[src/rtl/whistle_sequencer.sv]
// Shares one whistle/amplifier path between four game-event requesters:
// latches requests, grants by fixed priority, wakes the amp, fires the start pulse, then holds for play + gap.
module whistle_sequencer #(
    parameter int CLK_FREQ   = 100_000_000,
    parameter int TICK_FREQ  = 1_000,
    parameter int WAKE_TICKS = 5,
    parameter int GAP_TICKS  = 100,
    parameter int DUR0       = 300,
    parameter int DUR1       = 600,
    parameter int DUR2       = 1000,
    parameter int DUR3       = 2000
) (
    input  logic       clk,
    input  logic       rst,
    input  logic [3:0] req,
    output logic [3:0] ack,
    output logic       whistle_start,
    output logic [1:0] sound_id,
    output logic       busy,
    output logic       shut_down_n,
    output logic       gain,
    output logic [3:0] pending
);

    localparam int DIV = CLK_FREQ / TICK_FREQ;
    localparam int PW  = (DIV > 2) ? $clog2(DIV) : 1;
    localparam logic [PW-1:0] PRESC_LAST = PW'(DIV - 1);

    // A zero-length phase would never see its final tick, so clamp to one.
    function automatic logic [31:0] ticks_of(input int n);
        return (n < 1) ? 32'd1 : 32'(n);
    endfunction

    localparam logic [31:0] WAKE_N = ticks_of(WAKE_TICKS);
    localparam logic [31:0] GAP_N  = ticks_of(GAP_TICKS);
    localparam logic [31:0] DUR0_N = ticks_of(DUR0);
    localparam logic [31:0] DUR1_N = ticks_of(DUR1);
    localparam logic [31:0] DUR2_N = ticks_of(DUR2);
    localparam logic [31:0] DUR3_N = ticks_of(DUR3);

    typedef enum logic [2:0] {
        S_IDLE,
        S_WAKE,
        S_START,
        S_PLAY,
        S_GAP
    } state_t;

    state_t        state_reg;
    logic [PW-1:0] presc_reg;
    logic [31:0]   tick_cnt_reg;
    logic [3:0]    pend_reg;
    logic [3:0]    pend_next;
    logic [3:0]    ack_reg;
    logic          start_reg;
    logic [1:0]    sound_id_reg;
    logic          busy_reg;
    logic          shut_down_n_reg;
    logic          gain_reg;

    logic [3:0]    grant_onehot;
    logic [3:0]    grant_clr;
    logic [1:0]    grant_id;
    logic [31:0]   dur_sel;
    logic [31:0]   phase_len;
    logic          tick;
    logic          phase_done;
    logic          timed_state;

    assign grant_onehot = pend_reg & (~pend_reg + 4'd1);
    assign grant_clr    = (state_reg == S_IDLE) ? grant_onehot : 4'd0;

    always_comb begin
        grant_id = 2'd0;
        for (int i = 3; i >= 0; i--) begin
            if (pend_reg[i]) grant_id = 2'(i);
        end
    end

    // A request arriving on the grant cycle survives the clear: set wins.
    generate
        for (genvar gi = 0; gi < 4; gi++) begin : g_pend
            assign pend_next[gi] = req[gi] | (pend_reg[gi] & ~grant_clr[gi]);
        end
    endgenerate

    always_comb begin
        case (sound_id_reg)
            2'd0:    dur_sel = DUR0_N;
            2'd1:    dur_sel = DUR1_N;
            2'd2:    dur_sel = DUR2_N;
            default: dur_sel = DUR3_N;
        endcase
    end

    always_comb begin
        case (state_reg)
            S_WAKE:  phase_len = WAKE_N;
            S_PLAY:  phase_len = dur_sel;
            S_GAP:   phase_len = GAP_N;
            default: phase_len = 32'd1;
        endcase
    end

    assign tick        = (presc_reg == PRESC_LAST);
    assign phase_done  = tick && (tick_cnt_reg == phase_len - 32'd1);
    assign timed_state = (state_reg == S_WAKE) || (state_reg == S_PLAY) || (state_reg == S_GAP);

    always_ff @(posedge clk) begin
        if (!rst) begin
            state_reg       <= S_IDLE;
            presc_reg       <= '0;
            tick_cnt_reg    <= '0;
            pend_reg        <= '0;
            ack_reg         <= '0;
            start_reg       <= 1'b0;
            sound_id_reg    <= '0;
            busy_reg        <= 1'b0;
            shut_down_n_reg <= 1'b0;
            gain_reg        <= 1'b0;
        end else begin
            pend_reg  <= pend_next;
            ack_reg   <= '0;
            start_reg <= 1'b0;

            case (state_reg)
                S_IDLE: begin
                    if (|pend_reg) begin
                        state_reg       <= S_WAKE;
                        sound_id_reg    <= grant_id;
                        ack_reg         <= grant_onehot;
                        busy_reg        <= 1'b1;
                        shut_down_n_reg <= 1'b1;
                        gain_reg        <= grant_id[1];
                    end
                end
                S_WAKE: begin
                    if (phase_done) begin
                        state_reg <= S_START;
                        start_reg <= 1'b1;
                    end
                end
                S_START: state_reg <= S_PLAY;
                S_PLAY: begin
                    if (phase_done) begin
                        state_reg       <= S_GAP;
                        shut_down_n_reg <= 1'b0;
                        gain_reg        <= 1'b0;
                    end
                end
                S_GAP: begin
                    if (phase_done) begin
                        state_reg <= S_IDLE;
                        busy_reg  <= 1'b0;
                    end
                end
                default: state_reg <= S_IDLE;
            endcase

            // Counters run only inside timed phases and restart on every phase entry.
            if (timed_state && !phase_done) begin
                if (tick) begin
                    presc_reg    <= '0;
                    tick_cnt_reg <= tick_cnt_reg + 32'd1;
                end else begin
                    presc_reg <= presc_reg + PW'(1);
                end
            end else begin
                presc_reg    <= '0;
                tick_cnt_reg <= '0;
            end
        end
    end

    assign ack           = ack_reg;
    assign whistle_start = start_reg;
    assign sound_id      = sound_id_reg;
    assign busy          = busy_reg;
    assign shut_down_n   = shut_down_n_reg;
    assign gain          = gain_reg;
    assign pending       = pend_reg;

endmodule

[config.mk]
export PLATFORM = sky130hd
export DESIGN_NAME = whistle_sequencer
export DESIGN_NICKNAME = d
export VERILOG_FILES = /design/src/rtl/whistle_sequencer.sv
export SDC_FILE = /design/constraint.sdc
export NUM_CORES = 1
export LEC_CHECK = 0
export CORE_MARGIN = 5
export CORE_UTILIZATION = 56
export DETAILED_ROUTE_END_ITERATION = 8
export DONT_BUFFER_PORTS = 1
export PLACE_DENSITY = 0.77
export RECOVER_POWER = 100
export REMOVE_ABC_BUFFERS = 1
export SETUP_SLACK_MARGIN = 0.1
export SLEW_MARGIN = 40
export SYNTH_ARGS = -nofsm -noshare
export SYNTH_HDL_FRONTEND = slang
export SYNTH_SLANG_ARGS = --single-unit
[constraint.sdc]
create_clock -name clk -period 6.3 [get_ports clk]
set_clock_uncertainty 0.05 [all_clocks]
set_input_delay 1.26 -clock clk [delete_from_list [all_inputs] [get_ports clk]]
set_output_delay 1.26 -clock clk [all_outputs]
set_load 0.1 [all_outputs]
# == After elaboration in Yosys (flattened, before gate mapping) ==
# Cells that the tools add are included.
# op_classes
n_addsub,4
multipliers,0
div_mod_pow,0
magnitude_cmp,0
eq_ne,12
shift,0
mux,19
n_bitwise,16
n_reduce_logical,18
# ops
operator,count
$pmux W32 S3,1
$pmux W11 S3,1
$add A32 B1 Y32 const B,1
$eq A32 B32 Y1,1
$sub A32 B1 Y32 const B,1
$add A17 B1 Y17 const B,1
$eq A17 B17 Y1 const B,1
$pmux W3 S5,1
$mux W3,4
$reduce_and A3 Y1,3
$mux W2,4
$eq A3 B2 Y1 const B,2
$ne A2 B2 Y1 const B,3
$not A1 Y1,6
$pmux W1 S2,3
$reduce_and A2 Y1,3
$add A4 B1 Y4 const B,1
$and A1 B1 Y1,4
$and A4 B4 Y4,1
$mux W1,4
$mux W4,1
$not A4 Y4,1
$or A1 B1 Y1,4
$reduce_and A4 Y1,1
other kinds (13),16
# word_totals
ff_bits,66
latch_bits,0
ramBits,0
mem_bits_ro,0
output_inout_bits,14
word_cells,79
memories,0

# == Logic depth before layout (Yosys ltp) ==
# depth
word_depth,10
ltp_mapped,12
depth_no_buf,9

# == Worst setup path after synthesis ==
# No wires, ideal clock.
# synth_timing
path_type,register -> register
start,"register sound_id_reg[1], in the netlist sound_id[1]"
end,register tick_cnt_reg[11]
setup_ns,0.115
arrival_ns,3.271
slack_ns,2.864
stages_incl_launch_ff,12
path_buffers,2
period_less_slack_ns,3.436
path_cell_list,dfxtp_1 -> clkbuf_1 -> o21ai_0 -> a21oi_1 -> ha_1 -> xor2_1 -> nand3_1 -> a2111oi_4 -> nand4_2 -> o41ai_4 -> buf_6 -> nor2_2
# synth_via
elab_chain_cells,9
# synth_lines
item,line,text
start: declaration,56,logic [1:0] sound_id_reg;
start signal: assignment,130,sound_id_reg <= grant_id;
"$eq A2 B2 Y1, or another cell as far along",88,case (sound_id_reg)
$pmux W11 S3 *,88,
$pmux W32 S3 *,97,case (state_reg)
$sub A32 B1 Y32 *,106,assign phase_done = tick && (tick_cnt_reg == phase_len - 32'd1);
$eq A32 B32 Y1 *,106,
$logic_and A1 B1 Y1 *,106,
$logic_not A1 Y1 *,161,if (timed_state && !phase_done) begin
$logic_and A1 B1 Y1 *,161,
$reduce_and A2 Y1 (no source line) *,--,
end signal: assignment,164,tick_cnt_reg <= tick_cnt_reg + 32'd1;
end: declaration,51,logic [31:0] tick_cnt_reg;
# Every way passes the cells marked *; elsewhere a longest branch is shown, timed or not.
# A chain may end at the register's enable or synchronous reset.

# == Worst setup path in the final report ==
# layout_timing
start,"register sound_id_reg[1], in the netlist sound_id[1]"
end,register tick_cnt_reg[9]
# Same word-level chain as after synthesis.

==> out/metrics.csv <==
stage,metric,value,unit
final_layout,diodes,0,
power,sw_frac_of_total,0.269,
power,finalPower,0.799,mW
synth,yosys_warnings,0,
synth,synth_area,3470,µm²
setup_path,crit_arrival,4.37,ns
outcome,status,finished with violations,
final_layout,fin_nets,411,
detailed_routing,dr.pass1.iters,4,
placement,dpl_cell_area,3480,µm²
synth,muxShareOfSynthArea,0.0119,
setup_path,crit_end,tick_cnt_reg[9],
detailed_routing,vias,2775,
sta,setup_viol,0,
power,sequentialPowerShare,0.583,
floorplan,io_pins,20,
power,p_int,0.584,mW
sta,holdWs,0.417,ns
setup_path,startpoint_type,register,
sta,rsz0062_at_grt,no,
clocking,clock_latency,0.33,ns
sta,fmax,237,MHz
final_layout,final_util,0.596,
global_routing,grt_pass1_vias,2542,
global_routing,grt_remaining_overflow,0,
synth,synth-simple-area-share,0.317,
final_layout,final_area,3550,µm²
synth,seq_area_frac_synth,0.381,
global_routing,grt_util_all_layers,0.183,
synth,synth-seq-cells,66,
global_routing,grt_start_max_net_pins,33,
job,drv_cap,1,
global_routing,grt_antenna_before_repair,0,
clocking,cts_tree,done,
power,p_leak,1.19,nW
detailed_routing,drc,0,
clocking,hold_buffers,0,
synth,synth_top_family_by_area,simple AND/OR/NAND/NOR gates,
detailed_routing,drtIter0Drc,198,
outcome,violations,"capacitance limit, slew limit",
setup_path,critPathCaptureType,register,
sta,period_share,0.669,
floorplan,die_x,88.7,µm
clocking,postCtsSetupBuffers,0,
floorplan,die-height,88.7,µm
floorplan,die_area,7870,µm²
setup_path,crit_required,6.45,ns
power,p_comb_frac,0.052,
setup_path,path_class,register to register,
final_layout,largest_reg_flops,32,
synth,yosys_most_used_dff,dfxtp_1,
floorplan,core_area,5960,µm²
setup_path,rr_worst_depth,10,
detailed_routing,detail_route.wl_per_cell,13.9,µm
synth,synthCells,408,
power,p_clk_frac,0.365,
clocking,clk_pin_slew,0.07,ns
floorplan,initial_core_util,0.583,
synth,ys_types,57,
sta,tns,0,ns
clocking,clockBufferDepth,2,
setup_path,worstPathMaxFanout,32,
clocking,cts_resized,0,
synth,syn-mean-instance-area,8.50,µm²
synth,synth_edf_count,0,
sta,relSlewSlack,-0.0664,
final_layout,drive_gt1_frac,0.0644,
clocking,cts_root_buffer,clkbuf_8,
synth,synth-async-reset-ratio,0,
global_routing,grt_pass1_wl,11500,µm
sta,final_hold_viol_count,0,
setup_path,r2r_slack,2.09,ns
power,cellPowerDensity,225,nW/µm²
power,ir_drop,180,µV
sta,drv_slew,9,
setup_path,crit_start,sound_id[1],
setup_path,r2r_start,sound_id[1],
final_layout,n_fill_cell,538,
detailed_routing,via_per_inst,5.79,
power,switchingPower,0.215,mW
placement,io_buffer_count,0,
clocking,h-tree-depth,3,
setup_path,crit_chain,"clkbuf_1, nand3_1, ha_1, xor2_1, nand3_1, a2111oi_0, nand4_2, o41ai_1, buf_4, nor2_1",
floorplan,row_count,28,
setup_path,r2r_end,tick_cnt_reg[9],
sta,period_needed,4.21,ns
detailed_routing,postRouteAntennaNets,0,
setup_path,cpPeakStageDelay,1.16,ns
placement,globalplace.congestion,0.901,
setup_path,slowest_stage,clkbuf_1,
clocking,cts_sinks,66,
synth,synth_compound_area_frac,0.0865,
setup_path,crit_top_cell,nand3_1,
worst_hold_path,hp-class,register to register,
final_layout,register_area,1320,µm²
placement,dpl.hpwl,4760,µm
detailed_routing,drt-total-wl,6640,µm
final_layout,multiInputGateArea,1890,µm²
clocking,cts_buffers,9,
synth,synth_xor_area_frac,0.133,
synth,synth_adder_area_share,0.0144,
sta,worst_slew_pin_slew,1.60,ns
final_layout,area_growth_syn_to_layout,2.38,%
==> power groups by stage <==
stage	combinational [mW]	clock [mW]	sequential (mW)
finish	0.0414	0.291	0.466
CTS	0.0446	0.305	0.467
global route	0.0455	0.324	0.467
detailed placement	0.0445	0	0.477
floorplan	0.0266	0	0.482
global placement	0.0439	0	0.475
==> how the worst min path moves through the flow <==
stage                 startpoint  slack (ns)  cells past startpoint      endpoint
global placement    presc_reg[0]        0.39                      1  presc_reg[0]
detailed placement  presc_reg[0]        0.40                      1  presc_reg[0]
finish              presc_reg[0]        0.42                      1  presc_reg[0]
CTS                 presc_reg[0]        0.42                      1  presc_reg[0]
global route        presc_reg[0]        0.44                      1  presc_reg[0]
floorplan           presc_reg[0]        0.38                      1  presc_reg[0]
==> synthesized netlist by cell type (5+ instances only) <==
cell,n,share of area
a21oi_1,17,0.025
and3_1,8,0.014
clkbuf_1,9,0.0097
dfxtp_1,66,0.38
inv_1,19,0.021
nand2_1,22,0.024
nand3_1,25,0.036
nand4_1,13,0.023
nor2_1,58,0.063
nor2_2,10,0.018
nor2b_1,5,0.0090
nor3_1,8,0.012
nor4_1,18,0.032
o21ai_0,12,0.017
xnor2_1,31,0.078
xor2_1,19,0.048
==> cells by family (layout without fill, tap and decap cells) <==
logic type	after synthesis	count (layout)
AND/OR/NAND/NOR	200	200
flip-flops	66	66
XOR/XNOR	51	51
AO/OA/AOI/OAI	42	42
buffers and inverters	40	36
adder cells (fa/ha/maj)	4	4
multiplexers	4	4
other	1	1
==> layout by cell type (no fill, tap or decap), drive strengths merged, types with 8 or more instances in the layout <==
cell	synthesis	final
xnor2	31	31
nor2	68	68
a21oi	17	17
clkbuf	9	13
and3	8	8
o21ai	13	13
nor3	9	9
xor2	19	19
nand2	22	22
nand3	25	25
inv	19	19
nand4	15	15
dfxtp	66	66
nor4	20	20
==> final cells by class <==
class,instances,share of cell area
clock buffers,11,0.0398
clock inverters,3,0.00493
well taps,75,0.0264
multi-input cells,302,0.533
repair buffers,3,0.00423
flip-flops and latches,66,0.372
inverters,19,0.0201
==> through the flow <==
stage | setup WS (ns) | cells
6_report | 2.09 | 479
5_1_grt | 1.76 | 479
3_5_place_dp | 2.89 | 465
2_1_floorplan | 2.33 | 387
3_3_place_gp | 3.00 | 465
4_1_cts | 2.87 | 479
==> per-layer routing <==
metal	GRT usage	up-vias	wire (µm)
li1	-	1400	-
met1	0.245	1312	3250
met2	0.289	55	3020
met3	0.0447	8	282
met4	0.0604	0	89
met5	0	-	0
==> critical path, delay by kind of cell (launching register included) <==
family	cells	cell delay (ns)
buffers and inverters	2	1.56
AOI/OAI and AO/OA	2	1.03
and+or+nand+nor	4	0.59
adders and majority gates	1	0.37
DFF	1	0.32
xor gates and xnor gates	1	0.15
Power figures use the tool's default switching activity.
